<file path="config.mk">
export PLATFORM = sky130hd
export DESIGN_NAME = rv32_mod_fetch_align
export DESIGN_NICKNAME = d
export VERILOG_FILES = /design/src/rtl/rv32_mod_fetch_align.sv
export SDC_FILE = /design/constraint.sdc
export NUM_CORES = 1
export LEC_CHECK = 0
export CAP_MARGIN = 20
export CORE_MARGIN = 1
export CORE_UTILIZATION = 45
export DETAILED_ROUTE_END_ITERATION = 10
export PLACE_DENSITY = 0.69
export SLEW_MARGIN = 20
export SYNTH_ARGS = -nofsm -noshare
export SYNTH_HDL_FRONTEND = slang
export SYNTH_SLANG_ARGS = --single-unit
</file>
<file path="constraint.sdc">
create_clock -name clk -period 6.9 [get_ports clk]
set_input_delay 2.07 -clock clk [delete_from_list [all_inputs] [get_ports clk]]
set_output_delay 2.07 -clock clk [all_outputs]
set_load 0.005 [all_outputs]
</file>
<file path="src/rtl/rv32_mod_fetch_align.sv">
// Fetch/align stage: single-outstanding word fetch into a 3-halfword buffer, emits 16/32-bit instrs with PC.
// Zero-wait memory gives instr one cycle after the request; instr_ready low holds outputs and stops fetching at >=2 halfwords.
module rv32_mod_fetch_align #(
    parameter logic [31:0] RESET_PC = 32'h0000_0000
) (
    input  logic        clk,
    input  logic        rst,
    input  logic        redirect_valid,
    input  logic [31:0] redirect_pc,
    output logic        fetch_req,
    output logic [31:0] fetch_addr,
    input  logic        fetch_ack,
    input  logic [31:0] fetch_data,
    output logic        instr_valid,
    input  logic        instr_ready,
    output logic [31:0] instr,
    output logic [31:0] instr_pc,
    output logic        instr_compressed
);

    typedef enum logic [1:0] {
        IDLE    = 2'd0,
        WAIT    = 2'd1,
        DISCARD = 2'd2
    } state_e;

    state_e      state_q, state_d;
    logic [47:0] buf_q, buf_d;
    logic [1:0]  count_q, count_d;
    logic [31:0] head_pc_q, head_pc_d;
    logic [31:0] fetch_addr_q, fetch_addr_d;
    logic [31:0] pend_addr_q, pend_addr_d;
    logic        skip_low_q, skip_low_d;

    logic        head_is32;
    logic        consume;
    logic [1:0]  consume_hw;
    logic [1:0]  count_ac;
    logic [47:0] buf_ac;
    logic        req_issue;
    logic        req_active;
    logic        append;
    logic        append_two;
    logic [15:0] app_lo;

    assign head_is32   = (buf_q[1:0] == 2'b11);
    assign instr_valid = (count_q >= 2'd2) || ((count_q == 2'd1) && !head_is32);
    assign instr       = !instr_valid ? 32'h0 :
                         head_is32    ? buf_q[31:0] : {16'h0, buf_q[15:0]};
    assign instr_compressed = instr_valid && !head_is32;
    assign instr_pc    = head_pc_q;

    // A redirect cycle ignores any downstream handshake.
    assign consume    = instr_valid && instr_ready && !redirect_valid;
    assign consume_hw = !consume ? 2'd0 : (head_is32 ? 2'd2 : 2'd1);
    assign count_ac   = count_q - consume_hw;
    assign buf_ac     = (consume_hw == 2'd2) ? {32'h0, buf_q[47:32]} :
                        (consume_hw == 2'd1) ? {16'h0, buf_q[47:16]} : buf_q;

    assign req_issue  = (state_q == IDLE) && (count_ac <= 2'd1);
    assign req_active = req_issue || (state_q == WAIT) || (state_q == DISCARD);
    assign fetch_req  = req_active && !rst;
    // Once a request is out its address must not move, even if a redirect retargets the next fetch.
    assign fetch_addr = (state_q == IDLE) ? fetch_addr_q : pend_addr_q;

    assign append     = fetch_req && fetch_ack && !redirect_valid && (state_q != DISCARD);
    assign append_two = !skip_low_q;
    assign app_lo     = skip_low_q ? fetch_data[31:16] : fetch_data[15:0];

    always_comb begin
        state_d      = state_q;
        buf_d        = buf_ac;
        count_d      = count_ac;
        head_pc_d    = head_pc_q;
        fetch_addr_d = fetch_addr_q;
        pend_addr_d  = pend_addr_q;
        skip_low_d   = skip_low_q;

        if (consume) begin
            head_pc_d = head_pc_q + (head_is32 ? 32'd4 : 32'd2);
        end
        if (req_issue) begin
            pend_addr_d = fetch_addr_q;
        end

        if (redirect_valid) begin
            count_d      = 2'd0;
            head_pc_d    = redirect_pc & 32'hFFFF_FFFE;
            fetch_addr_d = redirect_pc & 32'hFFFF_FFFC;
            skip_low_d   = redirect_pc[1];
            state_d      = (req_active && !fetch_ack) ? DISCARD : IDLE;
        end else begin
            case (state_q)
                IDLE:    if (req_issue && !fetch_ack) state_d = WAIT;
                WAIT:    if (fetch_ack) state_d = IDLE;
                DISCARD: if (fetch_ack) state_d = IDLE;
                default: state_d = IDLE;
            endcase

            if (append) begin
                fetch_addr_d = fetch_addr_q + 32'd4;
                skip_low_d   = 1'b0;
                count_d      = count_ac + (append_two ? 2'd2 : 2'd1);
                case (count_ac)
                    2'd0: begin
                        buf_d[15:0] = app_lo;
                        if (append_two) buf_d[31:16] = fetch_data[31:16];
                    end
                    2'd1: begin
                        buf_d[31:16] = app_lo;
                        if (append_two) buf_d[47:32] = fetch_data[31:16];
                    end
                    default: buf_d[47:32] = app_lo;
                endcase
            end
        end
    end

    always_ff @(posedge clk) begin
        if (rst) begin
            state_q      <= IDLE;
            buf_q        <= '0;
            count_q      <= 2'd0;
            head_pc_q    <= {RESET_PC[31:1], 1'b0};
            fetch_addr_q <= {RESET_PC[31:2], 2'b00};
            pend_addr_q  <= {RESET_PC[31:2], 2'b00};
            skip_low_q   <= RESET_PC[1];
        end else begin
            state_q      <= state_d;
            buf_q        <= buf_d;
            count_q      <= count_d;
            head_pc_q    <= head_pc_d;
            fetch_addr_q <= fetch_addr_d;
            pend_addr_q  <= pend_addr_d;
            skip_low_q   <= skip_low_d;
        end
    end

endmodule

</file>
# Word-level counts from Yosys, hierarchy flattened
# Cells that the tools add are included.
# Widths: inputs -> output; s select.
# totals
register_bits	149
inputBits	69
output_inout_bits	99
elab_cells	79
# op_classes
n_addsub	4
magnitude_cmp	2
n_eq_ne	10
mux	29
reduce_logical	25
# op_table
cell	n
$mux 32	7
$mux 48	4
$mux 16	4
$pmux 16 s2	2
$add 32x3->32	1
$add 32x3->32 const B	1
$mux 2	8
$logic_and 1x1->1	11
$eq 2x1->1 const B	4
$eq 2x2->1 const B	3
$logic_not 1->1	4
$logic_not 2->1	2
$pmux 2 s2	1
$reduce_bool 2->1	2
$reduce_or 2->1	2
$logic_or 1x1->1	3
$mux 3	1
$ne 3x1->1 const B	1
$ne 3x2->1 const B	1
$add 2x2->2	1
$ge 2x2->1 const B	1
$le 2x1->1 const B	1
$mux 1	2
$ne 2x2->1 const B	1
other kinds (2)	2

# Longest topological paths before layout
# depth
depth_word	18
depth_mapped	13
ltp_nobuf	9

# Worst setup path after synthesis
# No wires, ideal clock.
# synth_timing
path_kind	input port to output port
start	input port redirect_valid
end	output port fetch_req
t_arrival_ns	4.136
required_time_ns	4.830
slack_ns	0.694
path_stages	10
path_buffers	3
cell_sequence	clkbuf_1 nor2b_1 o21ai_1 clkbuf_1 nor2_1 ha_1 nand2b_1 mux2_4 buf_4 a31oi_1
# synth_between
elab_chain_cells	9
# synth_rtl
element	line	text
from (decl)	8	input logic redirect_valid,
$logic_not 1->1	54	assign consume = instr_valid && instr_ready && !redirect_valid;
$logic_and 1x1->1	54	
$mux 2	55	assign consume_hw = !consume ? 2'd0 : (head_is32 ? 2'd2 : 2'd1);
$sub 2x2->2	56	assign count_ac = count_q - consume_hw;
$le 2x1->1	60	assign req_issue = (state_q == IDLE) && (count_ac <= 2'd1);
$logic_and 1x1->1	60	
$logic_or 1x1->1 (2 in a row)	61	assign req_active = req_issue || (state_q == WAIT) || (state_q == DISCARD);
$logic_and 1x1->1	62	assign fetch_req = req_active && !rst;
to (decl)	10	output logic fetch_req,
# Every way passes these cells.

# Worst setup path in the final report
# layout_timing
start	input port instr_ready
end	output port fetch_req
# layout_between
elab_chain_cells	9
# layout_rtl
element	line	text
from (decl)	15	input logic instr_ready,
$logic_and 1x1->1 (2 in a row)	54	
$mux 2	55	
$sub 2x2->2	56	
$le 2x1->1	60	
$logic_and 1x1->1	60	
$logic_or 1x1->1 (2 in a row)	61	
$logic_and 1x1->1	62	
# Every way passes these cells.

==> flow_metrics.py <==
metrics = {
    "power": {
        "p_leak_nw": 3.91,
        "p_per_area_nw_per_um2": 209,
        "ir_drop_mv": 0.186,
    },
    "floorplanning": {
        "core.rowCount": 50,
        "die_area_sq_um": 19700,
        "core_sq_um": 18800,
        "die_w_um": 140,
        "num_io_pins": 168,
        "start_util_pct": 45.9,
        "die_h_um": 140,
    },
    "timing": {
        "setup_viol_count_final": 0,
        "worst_pin_slew_ns": 1.05,
        "post-route-min-period_ns": 6.64,
        "slew_headroom_pct": 29.7,
        "fin_worst_skew_ns": 0.00899,
        "fmax_mhz": 151,
        "period_share_pct": 96.3,
        "final_hold_viol_count": 0,
        "rsz0062_at_grt": "false",
        "finalSetupTns_ns": 0,
        "drv_slew": 0,
        "hold_slack_ns": 0.452,
    },
    "layout": {
        "finalNonFillerCells": 1422,
        "final_nets": 1253,
        "drive_above_1_share_pct": 10.1,
        "syn2layout_area_growth_pct": 26.2,
        "insertedDiodeCount": 0,
    },
    "yosys": {
        "yosys_most_used_dff": "dfxtp_1",
        "synth_seq_cells": 144,
        "seq_area_frac_synth_pct": 33.4,
        "mappedNetlistArea_sq_um": 8620,
        "syn_area_per_cell_sq_um": 8.12,
        "ys_warn_count": 0,
        "asyncSetResetFlopFracSynth_pct": 0,
        "synth-edff-count": 0,
        "syn_inst": 1062,
        "synth_cell_types": 62,
    },
    "clock_tree": {
        "cts_setup_buffers": 0,
        "clk_pin_slew_ns": 0.06,
        "cts_tree": "done",
        "h-tree-depth": 4,
        "clock_sink_count": 144,
        "cts_buffers": 17,
        "cts_resized": 0,
        "clk_latency_ns": 0.43,
        "ctsRootBufferMaster": "clkbuf_16",
        "cts-hold-fix-buffers": 0,
        "cts_buffer_depth": 2,
    },
    "place": {
        "port_buffers": 163,
        "place_inst": 1390,
        "post-dp-hpwl_mm": 17.6,
        "gp_congestion": 0.831,
    },
    "setup_path": {
        "cpMaxStageDelayCell": "clkdlybuf4s50_1",
        "worstReg2RegStart": "buf_q[1]$_SDFF_PP0_",
        "cp_top_family": "buffers and inverters",
        "worstSetupStartpointType": "input port",
        "critPathCaptureType": "output pin",
        "path_cells": "clkdlybuf4s50_1, nor2b_1, o21ai_4, nor2_1, ha_1, nand3_1, mux2_4, a31oi_1, buf_4, clkdlybuf4s50_1",
        "crit_top_cell": "clkdlybuf4s50_1",
        "crit_buf_inv": 3,
        "cp_data_required_time_ns": 4.83,
        "slowest_delay_ns": 0.50,
        "rr_endpoint": "instr_pc[31]$_SDFFE_PP0P_",
        "r2r_cells": 10,
        "worstSetupPathType": "in2out",
        "cp_max_fo": 7,
        "critPathArrivalTime_ns": 4.57,
        "r2r_slack_ns": 3.41,
    },
    "detailed_routing": {
        "avgRoutedWirePerCell_um": 18.9,
        "dr_wl_met2_mm": 12.6,
        "post-route-drc-count": 0,
        "met3_length_mm": 1.58,
        "antenna_left": 0,
        "drt_wl_total_mm": 26.9,
        "via_per_inst": 6.01,
        "first_pass_iters": 5,
        "drt-met1-wl_mm": 12.2,
        "top_layer": "met4",
        "first_iter_violations": 678,
        "vias": 8548,
    },
    "worst_hold_path": {
        "hold_end": "pend_addr_q[9]$_SDFFE_PP0P_",
        "hold_depth": 2,
        "hold_start": "pend_addr_q[9]$_SDFFE_PP0P_",
        "hold_path.class": "reg2reg",
    },
    "grt": {
        "grt_pass1_wl_mm": 42.4,
        "grt_pass1_vias": 7961,
        "overflow": 0,
        "grtUsageTotal_pct": 27.1,
        "antenna_found_initial": 0,
        "grt_max_degree": 88,
    },
    "status": {
        "status": "complete, no violations",
    },
    "flow_run": {
        "cap_violations": 0,
    },
}
layout make-up:
type	count	area [sq um]
Clock inverter	12	85.1
Multi-Input combinational cell	781	5190
Fill cell	1764	7890
Sequential cell	144	2880
Inverter	45	169
Timing Repair Buffer	186	1800
Clock buffer	20	457
Tap cell	234	293
kinds of logic (layout without fill, tap and decap cells):
kind of cell	after synthesis	after routing	synth area share, %
multiplexers	49	49	6.42
other	1	3	0.0435
AND/OR/NAND/NOR	326	326	19.6
XOR/XNOR	42	42	4.27
buffers and inverters	139	263	6.74
AO/OA/AOI/OAI	352	352	28.1
adder cells (fa/ha/maj)	9	9	1.39
flip-flops	144	144	33.4
worst reg2reg max path, cell delays in order, from the launching register on:
cell      delay [ns]
dfxtp_1         0.36
and2_1          0.19
buf_4           0.26
inv_1           0.82
ha_1            0.35
fa_1            0.20
o211ai_1        0.26
buf_4           0.27
nor4_1          0.39
xnor2_1         0.17
a21boi_0        0.09
state kept, by name, summed over array words and instances (netlist names):
name          count
buf_q            48
instr_pc         31
fetch_addr_q     30
pend_addr_q      30
count_q           2
state_q           2
skip_low_q        1
power breakdown:
group	internal [W]	leakage [nW]	switching (W)
Sequential	0.000888	1.18	0.0000566
Combinational	0.000228	2.47	0.000243
Clock	0.000479	0.259	0.000382
Total	0.00160	3.91	0.000681
synth_stat cells, types with 3 or more instances:
cell / number / area (sq um)
dfxtp_1: 144 / 2880
a21oi_1: 134 / 671
nand2_1: 118 / 443
clkbuf_1: 66 / 248
mux2_2: 46 / 518
a211oi_1: 44 / 330
inv_1: 44 / 165
xnor2_1: 41 / 359
and3_1: 40 / 250
nor2b_1: 37 / 231
a21boi_0: 29 / 218
nor2_1: 28 / 105
nor3_1: 23 / 115
o21ai_0: 21 / 105
nand3_1: 20 / 100
o22ai_1: 19 / 119
nand4_1: 17 / 106
a221o_1: 14 / 140
a22o_1: 14 / 123
nor4_1: 14 / 87.6
o31a_1: 13 / 114
a221oi_1: 11 / 96.3
a21o_1: 10 / 75.1
a221oi_2: 10 / 150
buf_1: 10 / 37.5
and4_1: 9 / 78.8
buf_2: 8 / 40.0
ha_1: 8 / 100
buf_4: 7 / 52.6
a211o_1: 5 / 43.8
and4b_1: 5 / 50.1
a2111oi_0: 4 / 35.0
o21a_1: 4 / 30.0
and2_1: 3 / 18.8
buf_6: 3 / 33.8
nand2b_1: 3 / 18.8
o21bai_1: 3 / 22.5
or3_1: 3 / 18.8
per-layer routing:
metal	vias to the layer above	global-route usage, %
met3	37	5.23
li1	4116	-
met1	4080	35.5
met2	315	44.9
met4	0	8.27
met5	-	0
metrics by stage:
step | total power (W) | worst slack, ns | util [%] | cell area (sq um)
finish | 0.00228 | 0.257 | 58.0 | 10900
global route | 0.00238 | 0.0933 | 58.0 | 10900
CTS | 0.00228 | 0.249 | 57.9 | 10900
floorplan | 0.00123 | 0.694 | - | 8630
detailed placement | 0.00143 | 0.264 | 55.0 | 10300
global placement | 0.00142 | 0.277 | 55.0 | 10300
cells in the final DEF, fill, tap and decap left out, drive strengths merged, types with 5 or more instances in the layout:
master / n
a2111oi: 6
a211o: 5
a211oi: 44
a21boi: 30
a21o: 10
a21oi: 134
a221o: 14
a221oi: 21
a22o: 14
and3: 40
and4: 9
and4b: 5
buf: 24
clkbuf: 20
clkdlybuf4s50: 162
clkinv: 7
dfxtp: 144
ha: 8
inv: 46
mux2: 47
nand2: 119
nand3: 20
nand4: 17
nor2: 28
nor2b: 37
nor3: 24
nor4: 15
o21ai: 23
o22ai: 19
o31a: 13
xnor2: 41
worst max path at each step:
stage / start / to / slack (ns) / depth (start not counted)
after CTS: instr_ready / fetch_req / 0.25 / 10
after global routing: instr_ready / fetch_req / 0.09 / 10
after global placement: instr_ready / fetch_req / 0.28 / 10
final: instr_ready / fetch_req / 0.26 / 10
after detailed placement: instr_ready / fetch_req / 0.26 / 10
after floorplan: redirect_valid / fetch_req / 0.69 / 10
Power figures use the tool's default switching activity.
==> patch 1 (config.mk and constraints unchanged) <==
The 3 states of `state_e` get a one-hot encoding in 3 bits.
--- a/src/rtl/rv32_mod_fetch_align.sv
+++ b/src/rtl/rv32_mod_fetch_align.sv
@@ -18,10 +18,10 @@
     output logic        instr_compressed
 );
 
-    typedef enum logic [1:0] {
-        IDLE    = 2'd0,
-        WAIT    = 2'd1,
-        DISCARD = 2'd2
+    typedef enum logic [2:0] {
+        IDLE    = 3'b001,
+        WAIT    = 3'b010,
+        DISCARD = 3'b100
     } state_e;
 
     state_e      state_q, state_d;
Formal check against the unedited RTL: same outputs for any inputs over 4 cycles, from zero or initial values and one cycle with rst high; so few cycles prove little.
==> patch 1 against the unedited design <==
  * The run now ends with DRC left
  * Final cell count grew 0.42%
  * Worst hold slack gained 0.00075 ns
  * Synthesized area shrank 2.5%
  * Non-clock buffer count shrank 1
  * Global-route usage grew 0.27 points
  * Power shrank 3.8%
  * Die area shrank 2.4%
  * Sequential cell count grew 1
  * Routed wire length shrank 1.2%
  * Worst setup slack lost 0.068 ns
  * Design area shrank 1.7%
  * Core utilization grew 0.98 points
  * Critical path depth grew 2
  * Sequential share of layout area grew 0.64 points
==> patch 1: results (changes against the unedited design) <==
[global_routing]
grt_usage=0.274  ; +0.00268
antenna_found_initial=0  ; unchanged
grt_max_degree=80  ; -9.1%
first_global_vias=7752  ; -2.6%
grt_pass1_wl_mm=42.2  ; -0.42%

[sta]
skew_ns=0.0118  ; +0.00283 ns
tightest_slew_ns=1.04  ; -0.00923 ns

[power_and_ir_drop]
leakage_nw=3.92  ; +0.20%
switching_share=0.272  ; -0.0271
comb_power_mw=0.360  ; -24%
power_switching_mw=0.596  ; -12%
ir_drop_mv=0.176  ; -5.3%
seq-power_mw=0.932  ; -1%

[detailed_routing]
post-route-drc-count=9  ; +9
drt-pass1-iter-count=8  ; +3
drt_wl_total_mm=26.6  ; -1.2%
drt_iter0_drc=707  ; +4.3%
wl_per_cell_um=18.6  ; -1.6%
viasPerCell=6.02  ; +0.12%

[synth]
netlist_top_cells_area=dfxtp_1 (35%), nand2_1 (7.6%), a21oi_1 (5.8%), mux2i_1 (5.2%), mux2_2 (4.2%)
synth_common_cells=nand2_1 (170), dfxtp_1 (145), a21oi_1 (97), clkbuf_1 (83), nor2_1 (62)
postSynthCellCount=1075  ; +1.2%
synthMuxAreaShare=0.0939  ; +0.0297
ys_types=57  ; -8.1%
synth_compound_area_frac=0.221  ; -0.0596
synth_xor_area_frac=0.0281  ; -0.0146
synth_fa_ha_area_frac=0.00982  ; -0.00411
yosysSeqAreaShare=0.345  ; +0.0108

[layout]
layout-drive-gt1-share=0.0901  ; -0.0109
largest_reg_flops=48  ; unchanged
finish.net_count=1261  ; +0.64%
fillers=1661  ; -5.8%

[min_path]
hp-class=reg -> reg

[critical_path]
arrival_ns=4.64  ; +0.07 ns
crit_fanout=5  ; -2

[place]
placed_area_um2=10100  ; -2.1%
gp_congestion=0.854  ; +2.7%
place_worst_setup_slack_ns=0.193  ; -0.0715 ns
dp_cells=1395  ; +0.36%
dp_hpwl_mm=17.9  ; +1.2%

[status]
violations=DRC
status=complete, but fails checks

-- patch 1: per-layer routing --
layer,vias up,share of wire,global-route usage
met2,335,0.47,0.436
met1,4089,0.45,0.375
met4,0,0.012,0.0778
li1,4144,-,-
met5,-,0,0
met3,26,0.068,0.0546
-- patch 1: cell families after synthesis --
| logic type | after synthesis |
|---|---|
| adders and majority gates | 6 |
| and+or+nand+nor | 428 |
| buffers and inverters | 112 |
| AOI/OAI and AO/OA | 281 |
| muxes | 75 |
| xor gates and xnor gates | 27 |
| DFF | 145 |
| other | 1 |
-- patch 1: path summary, 6_finish.rpt --
| kind | startpoint | end | slack, ns | depth (start not counted) |
|---|---|---|---|---|
| max | instr_ready | fetch_req | 0.19 | 12 |
| min | pend_addr_q[19]$_SDFFE_PP0P_ | pend_addr_q[19]$_SDFFE_PP0P_ | 0.45 | 2 |
| max reg2reg | count_q[1]$_SDFF_PP0_ | fetch_addr_q[8]$_SDFFE_PP0P_ | 3.16 | 12 |
| min reg2reg | pend_addr_q[19]$_SDFFE_PP0P_ | pend_addr_q[19]$_SDFFE_PP0P_ | 0.45 | 2 |
-- patch 1: cell type report --
class / count / area [um^2] / share of cell area
tap: 229 / 287 / 0.0268
multi-input combinational: 820 / 5070 / 0.474
timing repair buffer: 185 / 1800 / 0.168
clock inverter: 10 / 82.6 / 0.00772
inverter: 17 / 63.8 / 0.00597
clock buffer: 22 / 494 / 0.0462
sequential: 145 / 2900 / 0.272
-- patch 1: critical path: stages --
cell             delay [ns]
clkdlybuf4s50_1        0.51
nor2b_2                0.17
nand2_1                0.07
nor2_1                 0.11
ha_2                   0.24
nand2_1                0.07
or3_1                  0.37
and3_1                 0.19
nor2_1                 0.13
a21oi_1                0.09
nor2_1                 0.11
clkdlybuf4s50_1        0.50
==> patch 2 (same flow settings) <==
Without the edit above. `buf_q` no longer has a reset.
--- a/src/rtl/rv32_mod_fetch_align.sv
+++ b/src/rtl/rv32_mod_fetch_align.sv
@@ -119,7 +119,6 @@
     always_ff @(posedge clk) begin
         if (rst) begin
             state_q      <= IDLE;
-            buf_q        <= '0;
             count_q      <= 2'd0;
             head_pc_q    <= {RESET_PC[31:1], 1'b0};
             fetch_addr_q <= {RESET_PC[31:2], 2'b00};
@@ -127,7 +126,6 @@
             skip_low_q   <= RESET_PC[1];
         end else begin
             state_q      <= state_d;
-            buf_q        <= buf_d;
             count_q      <= count_d;
             head_pc_q    <= head_pc_d;
             fetch_addr_q <= fetch_addr_d;
@@ -136,5 +134,9 @@
         end
     end
 
+    always_ff @(posedge clk) begin
+        buf_q <= buf_d;
+    end
+
 endmodule
 
Function: same outputs for any inputs over 4 cycles, from zero or initial values and one cycle with rst high; that may be too few to reach the edited logic, so the function may still have changed.
==> patch 2 against the unedited design <==
  * Critical path depth fell by 1
  * Combinational power rose by 44%
  * Worst hold slack improved by 0.0015 ns
  * Synthesized area rose by 2.8%
  * Sequential share of layout area fell by 0.56 points
  * Design area rose by 2.2%
  * Sequential power rose by 20%
  * Routed wire length rose by 1.1%
  * Sequential cell count did not move
  * Worst setup slack improved by 0.22 ns
  * Power rose by 20%
  * Critical endpoint unchanged
==> patch 2: results (changes against the unedited design) <==
[synth]
yosysSeqAreaShare=0.325  ; -0.00916
postSynthCellCount=1132  ; +6.6%
synth_common_cells=nand2_1 (167), dfxtp_1 (144), a21oi_1 (71), inv_1 (70), clkbuf_1 (66)
yosys_most_used_dff=dfxtp_1
netlist_top_cells_area=dfxtp_1 (33%), nand2_1 (7.1%), mux2i_1 (6.0%), mux2_2 (4.1%), a21oi_1 (4.0%)
ys_types=70  ; +13%

[critical_path]
worst_path_max_delay_cell=clkdlybuf4s50_1
crit_fanout=8  ; +1
r2r_start=buf_q[1]$_DFF_P_
arrival_ns=4.36  ; -0.21 ns
slowest_delay_ns=0.55  ; +0.05 ns

[global_routing]
grt_max_degree=91  ; +3.4%
grt_pass1_wl_mm=42.8  ; +0.91%
first_global_vias=8241  ; +3.5%
antenna_found_initial=1  ; +1
grt_usage=0.269  ; -0.00203

[power_and_ir_drop]
ir_drop_mv=0.210  ; +13%
leakage_nw=4.03  ; +2.9%
power_switching_mw=0.857  ; +26%

[detailed_routing]
drt-pass1-iter-count=6  ; +1
drt_iter0_drc=651  ; -4.0%
wl_per_cell_um=18.0  ; -4.5%
drt_wl_total_mm=27.2  ; +1.1%
viasPerCell=5.93  ; -1.3%
antenna_left=0  ; unchanged

[layout]
largest_reg_flops=48  ; unchanged
finish.net_count=1314  ; +4.9%
fillers=1788  ; +1.4%
top_register=buf_q
n_antenna_cell=0  ; unchanged
layout-drive-gt1-share=0.0770  ; -0.0240

[sta]
slew_headroom=0.207  ; -0.0899
skew_ns=0.00795  ; -0.00104 ns

[status]
status=completed

[clock_network]
htree_levels=4  ; unchanged
clockBufferDepth=2  ; unchanged
cts_resized=0  ; unchanged
clock_latency_ns=0.43  ; about the same
clk_pin_slew_worst_paths_ns=0.06  ; about the same
root_buffer=clkbuf_16

[min_path]
worstHoldStart=pend_addr_q[17]$_SDFFE_PP0P_

[place]
gp_congestion=0.869  ; +4.5%
dp_hpwl_mm=18.0  ; +2.3%
place_worst_setup_slack_ns=0.470  ; +0.206 ns
dp_cells=1477  ; +6.3%

patch 2: cell types whose count changed after synthesis, moves of 25 or more:
cell / before / now
inv_1: 44 / 70
a211oi_1: 44 / 15
xnor2_1: 41 / 14
a21oi_1: 134 / 71
nand2_1: 118 / 167
mux2i_1: 2 / 53
nor2_1: 28 / 59
o221ai_1: 0 / 32
and3_1: 40 / 9
a21boi_0: 29 / 4
o211ai_1: 2 / 36
patch 2: cell families after synthesis:
logic type	count (synthesis)	share of synthesized area
compound gates	313	0.248
xor+xnor	15	0.0148
fa+ha+maj	9	0.0136
buf+inv	170	0.0782
flops	144	0.325
mux	86	0.103
other cells	1	0.000423
simple gates	394	0.217
patch 2: path summary, 6_finish.rpt:
path / to / slack (ns) / cells past startpoint
setup reg to reg: instr_pc[18]$_SDFFE_PP0P_ / 3.22 / 8
hold reg to reg: pend_addr_q[17]$_SDFFE_PP0P_ / 0.45 / 2
setup / recovery: fetch_req / 0.47 / 9
hold / removal: pend_addr_q[17]$_SDFFE_PP0P_ / 0.45 / 2
patch 2: tightest hold or removal path: cells and delay by family (launching register included):
kind	cells	cell delay (ns)
AOI/OAI and AO/OA	1	0.05
DFF	1	0.31
and+or+nand+nor	1	0.05
patch 2: power by group through the flow:
| stage | combinational, mW | clock [mW] | sequential, mW |
|---|---|---|---|
| global route | 0.759 | 0.951 | 1.15 |
| floorplan | 0.475 | 0 | 1.10 |
| CTS | 0.682 | 0.917 | 1.13 |
| global placement | 0.664 | 0 | 1.14 |
| finish | 0.682 | 0.909 | 1.13 |
| detailed placement | 0.677 | 0 | 1.14 |
patch 2: stage by stage:
| step | total power, mW | instance area (um^2) | util |
|---|---|---|---|
| 3_3_place_gp | 1.80 | 10500 | 0.555 |
| 3_5_place_dp | 1.82 | 10500 | 0.555 |
| 5_1_grt | 2.86 | 11100 | 0.584 |
| 2_1_floorplan | 1.58 | 8870 | - |
| 4_1_cts | 2.73 | 11100 | 0.584 |
| 6_report | 2.72 | 11100 | 0.584 |
patch 2: cell type report:
cell class / count / area share
multi-input cells: 820 / 0.477
well taps: 260 / 0.0293
flip-flops and latches: 144 / 0.260
inverters: 71 / 0.0240
clock buffers: 19 / 0.0408
repair buffers: 182 / 0.159
clock inverters: 10 / 0.0102
patch 2: routing by layer:
metal | track usage | part of all wire | up-vias
li1 | - | - | 4355
met5 | 0 | 0 | -
met2 | 0.454 | 0.48 | 316
met1 | 0.333 | 0.43 | 4198
met3 | 0.0548 | 0.060 | 63
met4 | 0.111 | 0.028 | 0
